$ cat src/rtl/uart_pkg.sv
// Shared UART definitions: the line-side state encoding and default bit timing,
// common to the transmit buffer and the matching receiver.
package uart_pkg;

    typedef enum logic [1:0] {
        IDLE  = 2'd0,
        START = 2'd1,
        DATA  = 2'd2,
        STOP  = 2'd3
    } uart_state_e;

    localparam int unsigned CLKS_PER_BIT_DEFAULT = 1155;
    localparam int unsigned BITS_PER_BYTE        = 8;

    // Width of a counter that must hold 0..clks-1 (never narrower than one bit).
    function automatic int unsigned cnt_width(input int unsigned clks);
        return (clks > 1) ? $clog2(clks) : 1;
    endfunction

endpackage

$ cat src/rtl/byte_fifo.sv
// Single-clock byte FIFO with read/write pointers and an occupancy count.
// Head byte is presented combinationally on rd_data_o; wr_ready_o is registered
// from the next-state count so it is valid right after each edge.
module byte_fifo #(
    parameter int unsigned DEPTH = 8
) (
    input  logic                     clk_i,
    input  logic                     rst_ni,
    input  logic                     wr_en_i,
    input  logic [7:0]               wr_data_i,
    input  logic                     rd_en_i,
    output logic [7:0]               rd_data_o,
    output logic [$clog2(DEPTH):0]   count_o,
    output logic                     wr_ready_o
);

    localparam int unsigned AW = (DEPTH > 1) ? $clog2(DEPTH) : 1;
    localparam int unsigned CW = $clog2(DEPTH) + 1;

    logic [7:0]    mem_q [DEPTH];
    logic [AW-1:0] wr_ptr_q;
    logic [AW-1:0] rd_ptr_q;
    logic [CW-1:0] count_q;
    logic [CW-1:0] count_d;
    logic          wr_ready_q;
    logic          do_wr;
    logic          do_rd;

    assign do_wr = wr_en_i && wr_ready_q;
    assign do_rd = rd_en_i && (count_q != '0);

    // Occupancy next state: a simultaneous write and read leaves it unchanged.
    always_comb begin
        count_d = count_q;
        if (do_wr && !do_rd) begin
            count_d = count_q + 1'b1;
        end else if (!do_wr && do_rd) begin
            count_d = count_q - 1'b1;
        end
    end

    // Pointers, count and write-ready; pointers wrap naturally (power-of-two depth).
    always_ff @(posedge clk_i or negedge rst_ni) begin
        if (!rst_ni) begin
            wr_ptr_q   <= '0;
            rd_ptr_q   <= '0;
            count_q    <= '0;
            wr_ready_q <= 1'b1;
        end else begin
            if (do_wr) begin
                wr_ptr_q <= wr_ptr_q + 1'b1;
            end
            if (do_rd) begin
                rd_ptr_q <= rd_ptr_q + 1'b1;
            end
            count_q    <= count_d;
            wr_ready_q <= (count_d != CW'(DEPTH));
        end
    end

    // Storage array needs no reset: contents are only visible through the pointers.
    always_ff @(posedge clk_i) begin
        if (do_wr) begin
            mem_q[wr_ptr_q] <= wr_data_i;
        end
    end

    assign rd_data_o  = mem_q[rd_ptr_q];
    assign count_o    = count_q;
    assign wr_ready_o = wr_ready_q;

endmodule

$ cat src/rtl/uart_tx_buf.sv
// Buffered 8N1 UART transmitter: byte FIFO in front of a registered-output
// transmit FSM. Back-to-back frames are issued with no idle cycle between them.
module uart_tx_buf
    import uart_pkg::*;
#(
    parameter int unsigned CLKS_PER_BIT = CLKS_PER_BIT_DEFAULT,
    parameter int unsigned FIFO_DEPTH   = 8
) (
    input  logic                          osc_clk,
    input  logic                          rst_n,
    input  logic                          i_Tx_DV,
    input  logic [7:0]                    i_Tx_Byte,
    output logic                          o_Tx_Ready,
    output logic                          o_Tx_Serial,
    output logic                          o_Tx_Active,
    output logic                          o_Tx_Done,
    output logic [$clog2(FIFO_DEPTH):0]   o_Fifo_Count,
    output logic                          o_Overflow
);

    localparam int unsigned           CW       = cnt_width(CLKS_PER_BIT);
    localparam logic [CW-1:0]         CNT_MAX  = CW'(CLKS_PER_BIT - 1);
    localparam logic [CW-1:0]         CNT_LAST = CW'(CLKS_PER_BIT - 2);

    uart_state_e                   state_q;
    logic [CW-1:0]                 cnt_q;
    logic [2:0]                    bit_idx_q;
    logic [7:0]                    shift_q;
    logic                          serial_q;
    logic                          active_q;
    logic                          done_q;
    logic                          overflow_q;

    logic                          fifo_wr_ready;
    logic [7:0]                    fifo_rd_data;
    logic [$clog2(FIFO_DEPTH):0]   fifo_count;
    logic                          fifo_has_data;
    logic                          fifo_pop;
    logic                          bit_end;

    byte_fifo #(
        .DEPTH (FIFO_DEPTH)
    ) u_fifo (
        .clk_i      (osc_clk),
        .rst_ni     (rst_n),
        .wr_en_i    (i_Tx_DV),
        .wr_data_i  (i_Tx_Byte),
        .rd_en_i    (fifo_pop),
        .rd_data_o  (fifo_rd_data),
        .count_o    (fifo_count),
        .wr_ready_o (fifo_wr_ready)
    );

    assign fifo_has_data = (fifo_count != '0);
    assign bit_end       = (cnt_q == CNT_MAX);
    // Pop from IDLE, or at the very end of a stop bit so the next start bit follows directly.
    assign fifo_pop      = fifo_has_data && ((state_q == IDLE) || ((state_q == STOP) && bit_end));

    // Transmit FSM with bit timer and shifter; every line-side output is a register.
    always_ff @(posedge osc_clk or negedge rst_n) begin
        if (!rst_n) begin
            state_q   <= IDLE;
            cnt_q     <= '0;
            bit_idx_q <= '0;
            shift_q   <= '0;
            serial_q  <= 1'b1;
            active_q  <= 1'b0;
            done_q    <= 1'b0;
        end else begin
            done_q <= 1'b0;
            case (state_q)
                IDLE: begin
                    cnt_q    <= '0;
                    serial_q <= 1'b1;
                    active_q <= 1'b0;
                    if (fifo_pop) begin
                        shift_q  <= fifo_rd_data;
                        serial_q <= 1'b0;
                        active_q <= 1'b1;
                        state_q  <= START;
                    end
                end
                START: begin
                    if (bit_end) begin
                        cnt_q     <= '0;
                        bit_idx_q <= '0;
                        serial_q  <= shift_q[0];
                        shift_q   <= {1'b0, shift_q[7:1]};
                        state_q   <= DATA;
                    end else begin
                        cnt_q <= cnt_q + 1'b1;
                    end
                end
                DATA: begin
                    if (bit_end) begin
                        cnt_q <= '0;
                        if (bit_idx_q == 3'(BITS_PER_BYTE - 1)) begin
                            serial_q <= 1'b1;
                            state_q  <= STOP;
                        end else begin
                            bit_idx_q <= bit_idx_q + 1'b1;
                            serial_q  <= shift_q[0];
                            shift_q   <= {1'b0, shift_q[7:1]};
                        end
                    end else begin
                        cnt_q <= cnt_q + 1'b1;
                    end
                end
                STOP: begin
                    if (bit_end) begin
                        cnt_q <= '0;
                        if (fifo_pop) begin
                            shift_q  <= fifo_rd_data;
                            serial_q <= 1'b0;
                            state_q  <= START;
                        end else begin
                            serial_q <= 1'b1;
                            active_q <= 1'b0;
                            state_q  <= IDLE;
                        end
                    end else begin
                        cnt_q <= cnt_q + 1'b1;
                        // Raise Done one edge early so it is high during the last stop cycle.
                        if (cnt_q == CNT_LAST) begin
                            done_q <= 1'b1;
                        end
                    end
                end
                default: begin
                    state_q <= IDLE;
                end
            endcase
        end
    end

    // Sticky flag: any write offered while the FIFO reports full.
    always_ff @(posedge osc_clk or negedge rst_n) begin
        if (!rst_n) begin
            overflow_q <= 1'b0;
        end else if (i_Tx_DV && !fifo_wr_ready) begin
            overflow_q <= 1'b1;
        end
    end

    assign o_Tx_Ready   = fifo_wr_ready;
    assign o_Tx_Serial  = serial_q;
    assign o_Tx_Active  = active_q;
    assign o_Tx_Done    = done_q;
    assign o_Fifo_Count = fifo_count;
    assign o_Overflow   = overflow_q;

endmodule

$ cat config.mk
export PLATFORM = sky130hd
export DESIGN_NAME = uart_tx_buf
export DESIGN_NICKNAME = d
export VERILOG_FILES = /design/src/rtl/uart_pkg.sv /design/src/rtl/byte_fifo.sv /design/src/rtl/uart_tx_buf.sv
export SDC_FILE = /design/constraint.sdc
export NUM_CORES = 1
export LEC_CHECK = 0
export ABC_CLOCK_PERIOD_IN_PS = 3500
export CELL_PAD_IN_SITES_DETAIL_PLACEMENT = 1
export CELL_PAD_IN_SITES_GLOBAL_PLACEMENT = 1
export CORE_UTILIZATION = 25
export CTS_CLUSTER_SIZE = 20
export DETAILED_ROUTE_END_ITERATION = 8
export PLACE_DENSITY_LB_ADDON = 0.1
export SLEW_MARGIN = 10
export SYNTH_ARGS = -nofsm -noshare
export SYNTH_HDL_FRONTEND = slang
export SYNTH_SLANG_ARGS = --single-unit
$ cat constraint.sdc
create_clock -name osc_clk -period 3.5 [get_ports osc_clk]
set_input_delay 0.7 -clock osc_clk [delete_from_list [all_inputs] [get_ports osc_clk]]
set_output_delay 0.7 -clock osc_clk [all_outputs]
set_load 0.005 [all_outputs]
# Word level (Yosys, flattened, before mapping)
# Memories as Yosys holds them, arrays and structs flattened.
# Cells that the tools add are included.
[totals]
wordCells = 90
mem_count = 1
inputBits = 11
output_inout_bits = 9
regBits = 39
ram_bits = 64
[classes]
eq_ne = 14
n_reduce_logical = 21
mux = 36
addsub = 6
[mem_list]
columns = ["memory", "words", "width", "rd", "rd_ports_with_merged_regs", "write_ports", "line_no", "source"]
rows = [
  ["u_fifo.mem_q", 8, 8, 1, 0, 1, "byte_fifo.sv:20", "logic [7:0] mem_q [DEPTH];"],
]
[op_table]
columns = ["operator", "n"]
rows = [
  ["two-way mux 8 bit", 5],
  ["one-hot mux 8 bit (4 select lines)", 1],
  ["== test 11 bit, second input constant", 2],
  ["one-hot mux 11 bit (2 select lines)", 1],
  ["two-way mux 1 bit", 14],
  ["!= test 2 bit, second input constant", 6],
  ["adder 11 x 1 -> 11 bit, second input constant", 1],
  ["two-way mux 11 bit", 1],
  ["two-way mux 2 bit", 5],
  ["adder 3 x 1 -> 3 bit, second input constant", 3],
  ["two-way mux 3 bit", 3],
  ["two-way mux 4 bit", 2],
  ["one-hot mux 2 bit (4 select lines)", 1],
  ["AND reduction 4 bit", 2],
  ["logical AND 1 bit", 7],
  ["one-hot mux 3 bit (2 select lines)", 1],
  ["AND reduction 3 bit", 2],
  ["AND reduction 5 bit", 1],
  ["adder 4 x 1 -> 4 bit, second input constant", 1],
  ["== test 2 bit, second input constant", 2],
  ["!= test 4 bit, second input constant", 1],
  ["one-hot mux 1 bit (4 select lines)", 1],
  ["nonzero test 2 bit", 2],
  ["nonzero test 4 bit", 1],
  ["other kinds (9)", 11],
]

# Logic depth before layout (Yosys ltp)
[logic_depth]
depth_word = 9
mapped_depth = 8
mapped_depth_nobuf = 7

# Modules after synthesis
# A second synthesis with hierarchy kept.
[unflattened]
cells_unflattened = 328
area_unflattened_um2 = 4657.0
[by_module_without_submodules]
columns = ["mod", "n_inst", "area_each_um2", "seq_area_each_um2", "cells_each"]
rows = [
  ["byte_fifo", 1, 3036.7, 2198.4, 158],
  ["uart_tx_buf", 1, 1620.3, 701.9, 170],
]

# Worst setup path before layout
# OpenSTA, ideal clock, no wires.
[synth_path]
kind = "input -> register"
startpoint = "in i_Tx_DV"
endpoint = "mem u_fifo.mem_q[1][0], enable pin"
setup_slack_ns = 1.262
setup_time_ns = 0.383
required_time_ns = 3.117
t_arrival_ns = 1.855
stages = 4
n_path_buf = 1
path_cell_list = "and2_1 -> clkbuf_1 -> nand2_1 -> nor3_1"
[synth_between]
elab_chain_cells = 3
[synth_lines]
columns = ["item", "line_no", "source"]
rows = [
  ["from (decl)", "uart_tx_buf.sv:11", "input logic i_Tx_DV,"],
  ["logical AND 1 bit", "byte_fifo.sv:29", "assign do_wr = wr_en_i && wr_ready_q;"],
  ["two-way mux 1 bit", "byte_fifo.sv:63", "if (do_wr) begin"],
  ["two-way mux 1 bit (not written as such)", "byte_fifo.sv:64", "mem_q[wr_ptr_q] <= wr_data_i;"],
  ["to (decl)", "byte_fifo.sv:20", ""],
]
# Every way passes these cells.

# Final worst setup path
[layout_path]
startpoint = "reg u_fifo.count_q[1] (netlist: u_fifo.count_o[1])"
endpoint = "reg shift_q[6]"
[layout_between]
elab_chain_cells = 5
[layout_lines]
columns = ["item", "line_no", "source"]
rows = [
  ["from (decl)", "byte_fifo.sv:23", "logic [CW-1:0] count_q;"],
  ["from (signal assigned)", "byte_fifo.sv:56", "count_q <= count_d;"],
  ["nonzero test 4 bit (*)", "uart_tx_buf.sv:54", "assign fifo_has_data = (fifo_count != '0);"],
  ["logical AND 1 bit (*)", "uart_tx_buf.sv:57", "assign fifo_pop = fifo_has_data && ((state_q == IDLE) || ((state_q == STOP) && bit_end));"],
  ["two-way mux 8 bit (*)", "n/a", ""],
  ["two-way mux 8 bit", "n/a", ""],
  ["one-hot mux 8 bit (4 select lines) (*)", "n/a", ""],
  ["to (signal assigned)", "uart_tx_buf.sv:77", "shift_q <= fifo_rd_data;"],
  ["to (signal assigned)", "uart_tx_buf.sv:88", "shift_q <= {1'b0, shift_q[7:1]};"],
  ["to (signal assigned)", "uart_tx_buf.sv:103", "shift_q <= {1'b0, shift_q[7:1]};"],
  ["to (decl)", "uart_tx_buf.sv:28", "logic [7:0] shift_q;"],
]
# Every way passes the cells marked *; elsewhere a longest branch is shown, timed or not. The select of a mux whose other input is x is not followed.
# A chain may end at the register's enable or synchronous reset.

==> metrics.txt <==
vias in the first global route 2,771; Largest stage delay, worst path 0.45 ns; TNS Setup 0 ns; antenna violations before repair 0; Final setup viols 0; # hold bufs at CTS 0; Post-synth top flop edfxtp_1; Worst-path clk slew 0.08 ns; Worst Reg-to-Reg Cells 7; synth unique cells 53; clock skew 0.0105 ns; post-DR wirelength/cell 17.3 um; CTS tree yes; YS warnings 0; Max VDD drop 0.000218 V; CTS sink count 103; crit-path cells inv_1, ha_1, or3b_4, o211ai_2, nor2_1, o211a_1, mux2_1; period utilization 0.681; worst-margin pin slew 0.927 ns; Final Power 0.00316 W; post-route ant nets 0; post-route DRC violation count 0; sequential element share of the synthesized area 0.631; ANT cells 0; CP Launch Point u_fifo.count_o[1]; total grt overflow 0; total track usage 0.118; Resize count post-CTS 0; die area 18,900 um^2; RR Startpoint u_fifo.count_o[1]; via count 2,590; total CTS buffers 9; Die W 138 um; Pwr Density 585 nW/um^2; Post-CTS Setup Bufs 0; Setup Crit Path Kind flop to flop; net count after synthesis 335; Worst setup EP type flop; Clk Latency, worst-skew pair 0.35 ns; outcome completed; Crit path arrival time 2.62 ns; worst min path class flop to flop; input/output buffers 19; P_leak 1.99 nW; FF-to-FF setup slack 1.12 ns; Die Y 138 um; GPL Wtd Cong 0.699; Finished Cell Area 5410 um^2; Critical R2R Capture shift_q[6]; share of cells above drive strength 1 0.190; number of synthesized flops with an enable pin 64; worst relative slew slack 0.382; syn_area_per_cell 14.8 um^2; fraction of registers with async set or reset after synthesis 0.379; Peak Freq 420 MHz; root buffer cell clkbuf_16; minimum clock period after layout 2.38 ns; Longest Clk Path Bufs 2; nets 362; netlist area before placement 4600 um^2; area of the core 18,000 um^2; Via density 4.54; CTS H-Tree Depth 3; synthesized instance count 310; CP startpoint kind flop; Crit Path Max Fanout 8; Initial DRT Pass Iterations 4; Max Slew Vio Count 0; dpl hpwl 6600 um; I/O pin cnt 20; area delta synth->final 17.7%; critical path's slowest cell dfrtp_1; dpl cell area 5090 um^2; Iter 0 DRT Violations 80; worst setup path end shift_q[6]; pin count of the biggest net entering global routing 40; Synth Register Bits 103; DRT Wirelength 9890 um; CP required 3.74 ns; row count 49; unrepaired setup endpoints after global routing no; initial core utilization 0.255; maxcap violations 0; first-pass GRT wire length 16,000 um; Final Hold Fails 0
-- per-layer routing --
layer / track usage / vias to the layer above / part of all wire
li1: - / 1211 / -
met1: 0.148 / 1346 / 0.47
met2: 0.196 / 26 / 0.49
met3: 0.0298 / 7 / 0.023
met4: 0.0421 / 0 / 0.012
met5: 0 / - / 0
-- worst max-delay path, delay by kind of cell, from the launching register on --
family	cells	cell delay, ns
adder cells (fa/ha/maj)	1	0.25
AND/OR/NAND/NOR	2	0.55
buffers and inverters	1	0.14
AO/OA/AOI/OAI	2	0.51
flip-flops	1	0.45
multiplexers	1	0.36
-- cell families (layout without fill, tap and decap cells) --
logic type / count (synthesis) / count (layout) / synth area share
muxes: 37 / 37 / 0.127
xor gates and xnor gates: 17 / 17 / 0.0324
buffers and inverters: 23 / 55 / 0.0215
and+or+nand+nor: 79 / 79 / 0.0914
DFF: 103 / 103 / 0.631
adders and majority gates: 14 / 14 / 0.0381
AOI/OAI and AO/OA: 37 / 37 / 0.0588
-- cells in the mapped netlist (all sizes together), types with 2 or more instances --
cell type,n,share of area
dfstp,2,0.011
nand2b,2,0.0027
nor2,22,0.018
a21o,2,0.0033
inv,10,0.0082
or3,2,0.0027
buf,6,0.0076
a22o,2,0.0038
ha,14,0.038
o21ai,14,0.015
dfrtp,37,0.20
nor4b,2,0.010
xor2,7,0.013
and2,2,0.0027
edfxtp,64,0.42
nand4,3,0.0054
nand3,4,0.0044
mux4,16,0.078
xnor2,10,0.019
mux2i,9,0.020
mux2,12,0.029
nor4,3,0.0041
clkbuf,7,0.0057
nand2,24,0.020
a21oi,6,0.0073
nor3,6,0.0065
-- sequential cells by signal, summed over array words and instances, names as in the netlist --
register,cells
bit_idx_q,3
o_Tx_Active,1
shift_q,8
o_Tx_Serial,1
u_fifo.wr_ready_o,1
o_Tx_Done,1
u_fifo.count_o,4
u_fifo.wr_ptr_q,3
u_fifo.rd_ptr_q,3
o_Overflow,1
state_q,2
u_fifo.mem_q,64
cnt_q,11
-- cell usage in the layout (no fill, tap or decap), types with 2 or more instances in the layout --
| cell | n |
|---|---|
| edfxtp_1 | 64 |
| dfrtp_1 | 37 |
| nand2_1 | 24 |
| nor2_1 | 22 |
| clkdlybuf4s50_1 | 18 |
| mux4_2 | 16 |
| o21ai_0 | 14 |
| ha_1 | 14 |
| mux2_2 | 11 |
| inv_1 | 10 |
| xnor2_1 | 10 |
| buf_4 | 10 |
| mux2i_1 | 9 |
| clkbuf_16 | 9 |
| xor2_1 | 7 |
| nor3_1 | 6 |
| a21oi_1 | 5 |
| nand3_1 | 4 |
| inv_8 | 4 |
| nor4b_4 | 2 |
| nand4_1 | 2 |
| and2_1 | 2 |
| a21o_1 | 2 |
| nor4_1 | 2 |
| nand2b_1 | 2 |
| or3_1 | 2 |
| a22o_1 | 2 |
| dfstp_2 | 2 |
-- power by group --
part	switching, W	total, W	internal (W)
logic	0.000266	0.000507	0.000241
registers	0.000111	0.00157	0.00146
clock network	0.000502	0.00108	0.000581
total	0.000880	0.00316	0.00228
-- worst min-delay path by stage --
stage | from | end | slack, ns | cells after the start
after CTS | o_Overflow | o_Overflow | 0.46 | 1
after global placement | o_Overflow | o_Overflow | 0.44 | 1
after floorplan | rst_n | bit_idx_q[0] | 0.40 | 0
after global routing | o_Overflow | o_Overflow | 0.49 | 1
after detailed placement | o_Overflow | o_Overflow | 0.44 | 1
final | o_Overflow | o_Overflow | 0.46 | 1
-- metrics by stage --
| stage | worst slack (ns) | instances | util | hold WS, ns |
|---|---|---|---|---|
| after floorplan | 1.26 | 310 | - | 0.404 |
| after global placement | 0.982 | 555 | 0.282 | 0.443 |
| after detailed placement | 0.894 | 555 | 0.282 | 0.445 |
| after CTS | 1.08 | 571 | 0.300 | 0.463 |
| after global routing | 0.958 | 571 | 0.300 | 0.491 |
| final | 1.12 | 571 | 0.300 | 0.456 |
-- layout make-up --
type / count / area, um^2
Clock buffer: 9 / 225
Fill cell: 1911 / 12600
Tap cell: 229 / 287
Timing Repair Buffer: 29 / 260
Inverter: 10 / 37.5
Clock inverter: 7 / 96.3
Sequential cell: 103 / 2900
Multi-Input combinational cell: 184 / 1610
Note: power is estimated with default switching activity, not from simulation.
